**config.mk**
```make
export PLATFORM = sky130hd
export DESIGN_NAME = cdc_event_scheduler
export DESIGN_NICKNAME = d
export VERILOG_FILES = /design/src/rtl/cdc_pkg.sv /design/src/rtl/rr_arbiter.sv /design/src/rtl/cdc_event_scheduler.sv
export SDC_FILE = /design/constraint.sdc
export NUM_CORES = 1
export LEC_CHECK = 0
export CORE_AREA = 3 3 72 57
export DETAILED_ROUTE_END_ITERATION = 10
export DIE_AREA = 0 0 75 60
export PLACE_DENSITY = 0.67
export SETUP_SLACK_MARGIN = 0.5
export SYNTH_ARGS = -nofsm -noshare
export SYNTH_HDL_FRONTEND = slang
export SYNTH_SLANG_ARGS = --single-unit
export TNS_END_PERCENT = 30
```
**constraint.sdc**
```tcl
create_clock -name clk -period 2.3 [get_ports clk]
set_input_delay 0.575 -clock clk [delete_from_list [all_inputs] [get_ports clk]]
set_output_delay 0.575 -clock clk [all_outputs]
set_load 0.05 [all_outputs]
```
**src/rtl/cdc_pkg.sv**
```systemverilog
// Shared types and helpers for the event scheduler that feeds one bundled-data crossing channel.
// FSM encoding, error bit positions and width helpers live here so the arbiter and top agree.
package cdc_pkg;

   typedef enum logic [1:0] {
      ST_IDLE  = 2'd0,
      ST_SETUP = 2'd1,
      ST_REQ   = 2'd2,
      ST_REL   = 2'd3
   } state_e;

   localparam int ERR_TO       = 0;
   localparam int ERR_ACK_IDLE = 1;

   function automatic int idw(input int n);
      return (n <= 2) ? 1 : $clog2(n);
   endfunction

   // Timeout counter never narrower than 8 bits.
   function automatic int tow(input int to_cyc);
      int w;
      w = $clog2(to_cyc + 1);
      return (w < 8) ? 8 : w;
   endfunction

endpackage

```
**src/rtl/rr_arbiter.sv**
```systemverilog
// Combinational round-robin arbiter: scan starts just above ptr_i and wraps,
// so the most recently granted source has the lowest priority in the next scan.
module rr_arbiter
   import cdc_pkg::*;
#(
   parameter  int N_REQ = 4,
   localparam int IDW   = idw(N_REQ)
) (
   input  logic [N_REQ-1:0] req_i,
   input  logic [IDW-1:0]   ptr_i,
   output logic [N_REQ-1:0] gnt_oh_o,
   output logic [IDW-1:0]   gnt_idx_o,
   output logic             any_o
);

   logic           found_hi;
   logic           found_lo;
   logic [IDW-1:0] idx_hi;
   logic [IDW-1:0] idx_lo;

   // Two masked priority scans: lowest request above the pointer, else lowest overall.
   always_comb begin
      // NOTE: every always_comb output gets a default first so no path can infer a latch.
      found_hi = 1'b0;
      found_lo = 1'b0;
      idx_hi   = '0;
      idx_lo   = '0;
      for (int i = N_REQ - 1; i >= 0; i--) begin
         if (req_i[i]) begin
            found_lo = 1'b1;
            idx_lo   = IDW'(i);
            if (i > int'(ptr_i)) begin
               found_hi = 1'b1;
               idx_hi   = IDW'(i);
            end
         end
      end
   end

   assign any_o     = found_lo;
   assign gnt_idx_o = found_hi ? idx_hi : idx_lo;
   assign gnt_oh_o  = found_lo ? (N_REQ'(1) << gnt_idx_o) : '0;

endmodule

```
**src/rtl/cdc_event_scheduler.sv**
```systemverilog
// Latches single-cycle events from N_REQ sources and serialises them, round-robin, over one
// 4-phase req/ack channel (ch_req/ch_id out, synchronized ch_ack back) toward a far clock domain.
module cdc_event_scheduler
   import cdc_pkg::*;
#(
   parameter  int N_REQ     = 4,
   parameter  int SETUP_CYC = 2,
   parameter  int TO_CYC    = 255,
   localparam int IDW       = idw(N_REQ)
) (
   input  logic             clk,
   input  logic             rst_n,
   input  logic [N_REQ-1:0] ev_in,
   input  logic             ch_ack,
   input  logic             ovf_clr,
   output logic             ch_req,
   output logic [IDW-1:0]   ch_id,
   output logic [N_REQ-1:0] ev_pend,
   output logic             busy,
   output logic [N_REQ-1:0] ovf,
   output logic [1:0]       err
);

   localparam int TOW = tow(TO_CYC);

   state_e           state_q,   state_d;
   logic [3:0]       setup_q,   setup_d;
   logic [TOW-1:0]   to_q,      to_d;
   logic             ch_req_q,  ch_req_d;
   logic [IDW-1:0]   ch_id_q,   ch_id_d;
   logic [IDW-1:0]   ptr_q,     ptr_d;
   logic [N_REQ-1:0] pend_q,    pend_d;
   logic [N_REQ-1:0] ovf_q,     ovf_d;
   logic [1:0]       err_q,     err_d;

   logic [N_REQ-1:0] gnt_oh;
   logic [IDW-1:0]   gnt_idx;
   logic             gnt_any;
   logic             grant;
   logic             to_hit;
   logic             to_err;
   logic [N_REQ-1:0] gnt_clr;

   rr_arbiter #(.N_REQ(N_REQ)) u_arb (
      .req_i     (pend_q),
      .ptr_i     (ptr_q),
      .gnt_oh_o  (gnt_oh),
      .gnt_idx_o (gnt_idx),
      .any_o     (gnt_any)
   );

   // A lingering ack in IDLE blocks new grants until the far side has released it.
   assign grant   = (state_q == ST_IDLE) && gnt_any && !ch_ack;
   assign to_hit  = (TO_CYC != 0) && (to_q == TOW'(TO_CYC - 1));
   assign gnt_clr = grant ? gnt_oh : '0;

   always_comb begin
      state_d  = state_q;
      setup_d  = setup_q;
      ch_req_d = ch_req_q;
      ch_id_d  = ch_id_q;
      ptr_d    = ptr_q;
      to_err   = 1'b0;
      case (state_q)
         ST_IDLE: begin
            if (grant) begin
               state_d = ST_SETUP;
               ch_id_d = gnt_idx;
               ptr_d   = gnt_idx;
               setup_d = 4'(SETUP_CYC - 1);
            end
         end
         ST_SETUP: begin
            if (setup_q == 4'd0) begin
               state_d  = ST_REQ;
               ch_req_d = 1'b1;
            end else begin
               setup_d = setup_q - 4'd1;
            end
         end
         ST_REQ: begin
            if (ch_ack) begin
               state_d  = ST_REL;
               ch_req_d = 1'b0;
            end else if (to_hit) begin
               state_d  = ST_IDLE;
               ch_req_d = 1'b0;
               to_err   = 1'b1;
            end
         end
         ST_REL: begin
            if (!ch_ack) begin
               state_d = ST_IDLE;
            end else if (to_hit) begin
               state_d = ST_IDLE;
               to_err  = 1'b1;
            end
         end
         default: state_d = ST_IDLE;
      endcase
   end

   // Any ack edge changes state, so a counter that restarts on state change measures the wait.
   always_comb begin
      to_d = to_q;
      if (state_d != state_q) begin
         to_d = '0;
      end else if (to_q != '1) begin
         to_d = to_q + TOW'(1);
      end
   end

   // New events always win over the grant clear and over ovf_clr.
   always_comb begin
      pend_d = (pend_q & ~gnt_clr) | ev_in;
      ovf_d  = (ovf_clr ? '0 : ovf_q) | (ev_in & pend_q & ~gnt_clr);
      err_d  = ovf_clr ? 2'b00 : err_q;
      err_d[ERR_TO]       = err_d[ERR_TO] | to_err;
      err_d[ERR_ACK_IDLE] = err_d[ERR_ACK_IDLE] | ((state_q == ST_IDLE) && ch_ack);
   end

   // NOTE: state registers use non-blocking assignments so every flop samples pre-edge values.
   always_ff @(posedge clk or negedge rst_n) begin
      if (!rst_n) begin
         state_q  <= ST_IDLE;
         setup_q  <= '0;
         to_q     <= '0;
         ch_req_q <= 1'b0;
         ch_id_q  <= '0;
         ptr_q    <= IDW'(N_REQ - 1);
         pend_q   <= '0;
         ovf_q    <= '0;
         err_q    <= '0;
      end else begin
         state_q  <= state_d;
         setup_q  <= setup_d;
         to_q     <= to_d;
         ch_req_q <= ch_req_d;
         ch_id_q  <= ch_id_d;
         ptr_q    <= ptr_d;
         pend_q   <= pend_d;
         ovf_q    <= ovf_d;
         err_q    <= err_d;
      end
   end

   assign ch_req  = ch_req_q;
   assign ch_id   = ch_id_q;
   assign ev_pend = pend_q;
   assign busy    = (state_q != ST_IDLE);
   assign ovf     = ovf_q;
   assign err     = err_q;

endmodule
```
=== Word level (Yosys, flattened, before mapping) ===
Index checks and enable logic that the tools add are counted.

* RAM bits: 0
* Memories kept: 0
* Flip-flop bits (word level): 29
* ROM bits: 0
* Latch bits: 0
* Bits of input ports: 8

* Bitwise logic cells: 8
* Shift-type cells: 1
* $lt $le $gt $ge: 3
* Reductions and logical operators: 13
* Mux-type cells: 44
* Multiply operators: 0
* Equal/unequal tests: 10
* Divide/modulo/power cells: 0
* Add/subtract/negate cells: 2

{| class="wikitable"
|+ Operators by type and width
! operator !! number
|-
| $mux 2 || 17
|-
| $mux 4 || 5
|-
| $mux 1 || 16
|-
| $mux 8 || 2
|-
| $and 4x4->4 || 3
|-
| $add 8x1->8 const B || 1
|-
| $eq 8x8->1 const B || 1
|-
| $ne 8x8->1 const B || 1
|-
| $or 4x4->4 || 2
|-
| $pmux 2 s4 || 1
|-
| $pmux 4 s2 || 1
|-
| $reduce_bool 2->1 || 4
|-
| $ne 2x2->1 const B || 3
|-
| $reduce_and 3->1 || 2
|-
| $eq 2x2->1 const B || 2
|-
| $gt 2x2->1 const A || 2
|-
| $logic_not 4->1 || 1
|-
| $not 4->4 || 1
|-
| $pmux 1 s2 || 2
|-
| $shl 1x2->4 const A || 1
|-
| $sub 4x1->4 const B || 1
|-
| $logic_and 1x1->1 || 3
|-
| $ne 3x3->1 const B || 1
|-
| $eq 2x1->1 const B || 1
|-
| 6 further kinds || 7
|}

=== Logic depth before layout (Yosys ltp) ===
* Word-level depth: 14
* Gate-level depth with buffers: 6
* Depth with buffers taken out: 6

=== Hierarchy ===
A second synthesis with hierarchy kept.

* Cell total of the unflattened synthesis: 163
* Area total of the unflattened synthesis: 1601.5 um^2

{| class="wikitable"
|+ By module, submodules not included
! module !! seq. area each (um^2) !! instances !! cells an instance !! area each (um^2)
|-
| cdc_event_scheduler || 728.2 || 1 || 133 || 1403.8
|-
| rr_arbiter || 0.0 || 1 || 30 || 197.7
|}

=== Worst setup path before layout ===
Ideal clock, no wire load.

* Path kind: register to register
* Start: register pend_q[3], in the netlist ev_pend[3]
* End: register ovf_q[3], in the netlist ovf[3]
* Buffers on the path: 2
* Arrival time: 1.885 ns
* Path slack: 0.275 ns
* Setup time: 0.141 ns
* Clock period less this slack: 2.025 ns
* Required time: 2.159 ns
* Stages on the path, launching flop included: 7
* Path through: dfrtp_1 -> clkbuf_1 -> nor4_1 -> or2_1 -> buf_6 -> nor4_4 -> o221ai_2

* Cells in the longest elaborated chain, start to end: 12

{| class="wikitable"
|+ Ends and longest elaborated chain
! element !! line !! RTL
|-
| start, declared || cdc_event_scheduler.sv:32 || <nowiki>logic [N_REQ-1:0] pend_q, pend_d;</nowiki>
|-
| start signal, assigned || cdc_event_scheduler.sv:141 || <nowiki>pend_q <= pend_d;</nowiki>
|-
| $mux 2 / $mux 1 (equally long branches) || rr_arbiter.sv:29 || <nowiki>if (req_i[i]) begin</nowiki>
|-
| $mux 2 / $mux 1 (equally long branches) || rr_arbiter.sv:32 || <nowiki>if (i > int'(ptr_i)) begin</nowiki>
|-
| $mux 2 / $mux 1 (equally long branches) || rr_arbiter.sv:29 ||
|-
| $mux 2 / $mux 1 (equally long branches) || rr_arbiter.sv:32 ||
|-
| $mux 2 / $mux 1 (equally long branches) || rr_arbiter.sv:29 ||
|-
| $mux 2 || rr_arbiter.sv:41 || <nowiki>assign gnt_idx_o = found_hi ? idx_hi : idx_lo;</nowiki>
|-
| $shl 1x2->4 || rr_arbiter.sv:42 || <nowiki>assign gnt_oh_o = found_lo ? (N_REQ'(1) << gnt_idx_o) : '0;</nowiki>
|-
| $mux 4 || rr_arbiter.sv:42 ||
|-
| $mux 4 || cdc_event_scheduler.sv:55 || <nowiki>assign gnt_clr = grant ? gnt_oh : '0;</nowiki>
|-
| $not 4->4 || cdc_event_scheduler.sv:116 || <nowiki>ovf_d = (ovf_clr ? '0 : ovf_q) | (ev_in & pend_q & ~gnt_clr);</nowiki>
|-
| $and 4x4->4 (*) || cdc_event_scheduler.sv:116 ||
|-
| $or 4x4->4 (*) || cdc_event_scheduler.sv:116 ||
|-
| named net ovf_d[3] || cdc_event_scheduler.sv:33 || <nowiki>logic [N_REQ-1:0] ovf_q, ovf_d;</nowiki>
|-
| end signal, assigned || cdc_event_scheduler.sv:142 || <nowiki>ovf_q <= ovf_d;</nowiki>
|-
| end, declared || cdc_event_scheduler.sv:33 ||
|}

Mark *: on every way through the listed nets, which the timed path passes. The rest lies on a longest branch.
A chain may end at the register's enable or synchronous reset.

=== Worst setup path in the final report ===
* Start: register err_q[0], in the netlist err[0]
* End: output err[0]

{| class="wikitable"
|+ RTL lines
! element !! line !! RTL
|-
| start, declared || cdc_event_scheduler.sv:34 || <nowiki>logic [1:0] err_q, err_d;</nowiki>
|-
| start signal, assigned || cdc_event_scheduler.sv:143 || <nowiki>err_q <= err_d;</nowiki>
|-
| end, declared || cdc_event_scheduler.sv:21 || <nowiki>output logic [1:0] err</nowiki>
|}

No word-level cell between the ends.

==> results.sh <==
export IMPL_grt_ovfl_total=0
export IMPL_path_clk_slew_ns=0.06
export IMPL_ys_flop_type="dfrtp_1"
export IMPL_area_growth_synth_to_final_pct=27.27
export IMPL_cts_sinks=29
export IMPL_setup_viol=0
export IMPL_hold_viol_final=0
export IMPL_switching_power_uw=1106
export IMPL_grt_pass1_vias=1148
export IMPL_die_w_um=75
export IMPL_synth_cells=156
export IMPL_htree_levels=2
export IMPL_cts_hold_buf=0
export IMPL_critical_path_slowest_cell="clkdlybuf4s50_1"
export IMPL_timing_max_cap_violations=0
export IMPL_syn_area_um2=1560
export IMPL_power_frac_clock=0.177
export IMPL_numPortBuffers=21
export IMPL_vias=1267
export IMPL_critical_path_max_fanout=2
export IMPL_cts_tree="built"
export IMPL_met3_usage=0.07059
export IMPL_cp_data_required_time_ns=1.73
export IMPL_fin_nets=199
export IMPL_numCtsBuffers=5
export IMPL_final_cell_area_um2=1986
export IMPL_crit_path_start_kind="register"
export IMPL_dp_hpwl_mm=2.412
export IMPL_syn_area_per_cell_um2=10.00
export IMPL_clock_latency_ns=0.28
export IMPL_yosysUniqueCellTypes=47
export IMPL_die_area_um2=4500
export IMPL_io_pins=22
export IMPL_antenna_found_initial=0
export IMPL_peakVddDrop_mv=0.7087
export IMPL_hold_start="ch_id[1]"
export IMPL_root_buffer="clkbuf_8"
export IMPL_cp_cell_sequence="clkdlybuf4s50_1"
export IMPL_fin_skew_ns=0.007972
export IMPL_worst_setup_path_startpoint="err[0]"
export IMPL_cp_arrival_ns=1.42
export IMPL_grt_total_usage=0.1682
export IMPL_drt_wl_total_mm=3.436
export IMPL_core_area_um2=3356
export IMPL_combPwrFrac=0.487
export IMPL_place_congestion=0.8626
export IMPL_seq_area_frac_synth=0.4667
export IMPL_rsz0062_at_grt="true"
export IMPL_ys_warn_count=0
export IMPL_antenna_cells=0
export IMPL_power_share_switching=0.4264
export IMPL_cp_top_family="buffers and inverters"
export IMPL_slowest_delay_ns=0.80
export IMPL_intPower_uw=1488
export IMPL_firstDrtPassIters=4
export IMPL_p_total_uw=2594
export IMPL_p_seq_frac=0.336
export IMPL_critical_path_class="register to primary output"
export IMPL_timing_rr_start="state_q[0]"
export IMPL_synthArstFlopShare=1.000
export IMPL_grt_pass1_wl_mm=5.451
export IMPL_synth_seq_cells=29
export IMPL_grt_max_degree=30
export IMPL_worst_pin_slew_ns=0.5051
export IMPL_drt_iter0_markers=107
export IMPL_min_period_ns=1.994
export IMPL_met1_usage=0.2437
export IMPL_viasPerCell=5.557
export IMPL_p_per_area_nw_per_um2=1307
export IMPL_crit_buf_inv=1
export IMPL_maxSlewViolCount=0
export IMPL_fin_util=0.5917
export IMPL_drc=0
export IMPL_syn_nets=168
export IMPL_fp_row_count=18
export IMPL_max_freq_ghz=0.5015
export IMPL_relSlewSlack=0.6627
export IMPL_die_height_um=60
export IMPL_synth_top_cell_area_share=0.4330
export IMPL_drt_wirelength_per_cell_um=15.07
export IMPL_start_util=0.4650
export IMPL_placed_cell_area_um2=1827
export IMPL_cp_end_kind="primary output"
export IMPL_hp_class="register to register"
export IMPL_power_leakage_uw=0.0009075
export IMPL_fin_crit_sh=0.8669
export IMPL_synth_edff_count=0
export IMPL_layout_drive_gt1_share=0.2394
export IMPL_grt_busiest_layer="met1"
export IMPL_antenna_left=0
export IMPL_synth_area_leaders="dfrtp_1, dfstp_2, ha_1"
export IMPL_cts_path_max_buffers=2
export IMPL_synth_area_leader_cell="dfrtp_1"
export IMPL_hold_ws_ns=0.4822
export IMPL_tns_ns=0
export IMPL_grt_use_met2=0.2246
export IMPL_outcome="complete, no violations"
final timing paths:
path / cells after the start / endpoint / slack, ns
setup / recovery: 1 / err[0] / 0.31
hold / removal: 1 / ch_id[1] / 0.48
setup reg to reg: 5 / ovf[3] / 0.51
hold reg to reg: 1 / ch_id[1] / 0.48
max in group asynchronous: 2 / ptr_q[0] / 1.31
min in group asynchronous: 2 / setup_q[1] / 0.68
area by class of cell:
type                       count  area [um2]
fill                         283        1370
multi-input combinational    109       784.5
sequential                    29       730.7
timing repair buffer          29       270.3
clock buffer                   7       96.34
tap                           40       50.05
inverter                      13       48.80
clock inverter                 1       5.005
logic make-up after synthesis:
family	count (synthesis)	synth area share
adders and majority gates	4	0.03208
and+or+nand+nor	61	0.2149
xor gates and xnor gates	5	0.02807
AOI/OAI and AO/OA	34	0.1684
muxes	5	0.03448
buffers and inverters	18	0.05534
DFF	29	0.4667
cell usage after synthesis (all sizes together), types with 3 or more instances:
library cell / count
ha: 4
a21o: 3
a31o: 3
and3: 3
dfrtp: 27
nor3: 8
o21ai: 3
buf: 3
mux2: 3
nand2b: 3
nand2: 13
nor2: 13
a211oi: 4
inv: 13
a21oi: 4
a31oi: 4
nand3: 4
xnor2: 5
state kept, by name, summed over array words and instances (netlist names):
register	flops
err	2
ovf	4
state_q	2
ev_pend	4
to_q	8
ptr_q	2
ch_req	1
setup_q	4
ch_id	2
metal layers:
layer  share of wire  vias to the layer above  wire length (um)
li1                -                      624                 -
met1            0.52                      619              1800
met2            0.42                       19              1445
met3           0.043                        5               148
met4           0.012                        0                42
met5               0                        -                 0
per-stage QoR:
| stage | instances | setup WS (ns) |
|---|---|---|
| after floorplan | 156 | 0.5106 |
| after global placement | 217 | 0.008804 |
| after detailed placement | 217 | -0.04747 |
| after CTS | 228 | 0.2717 |
| after global routing | 228 | 0.2659 |
| final | 228 | 0.3061 |
power by group through the flow:
stage	Sequential, uW	Combinational (uW)	Clock (uW)
final	873	1260	459
after global placement	870	1200	0
after global routing	900	1370	501
after CTS	865	1240	474
after floorplan	1030	731	0
after detailed placement	879	1220	0
layout by cell type (no fill, tap or decap), types with 2 or more instances in the layout:
cell type / count
dfrtp_2: 2
o21bai_1: 2
buf_4: 9
nor2_1: 12
clkbuf_8: 7
dlygate4sd2_1: 5
dlymetal6s2s_1: 4
a31oi_1: 4
a21o_2: 2
clkdlybuf4s15_2: 3
o21ai_0: 2
a211oi_1: 4
a21oi_1: 4
ha_1: 4
xnor2_1: 5
nor3_1: 7
mux2_2: 3
nand3_1: 4
or4_1: 2
dfstp_2: 2
clkdlybuf4s50_1: 7
and4_1: 2
mux2i_1: 2
inv_1: 13
a32o_1: 2
nand4_1: 2
nand2b_1: 3
and3_1: 3
o2bb2ai_1: 2
dfrtp_1: 25
nand2_1: 12
a31o_2: 3
worst reg2reg max path: stages (launching register included):
cell and delay, ns:
dfrtp_1 0.47, or3_4 0.37, or2_4 0.29, nor4_4 0.26
buf_4 0.19, o221ai_2 0.10
what timing repair did:
| action | in CTS | in global routing |
|---|---|---|
| setup buffers | 3 | 0 |
| gates cloned | 0 | 0 |
| setup endpoints to repair | 35 | 27 |
| pin swaps | 4 | 0 |
| resized for setup | 20 | 10 |
Power figures use the tool's default switching activity.
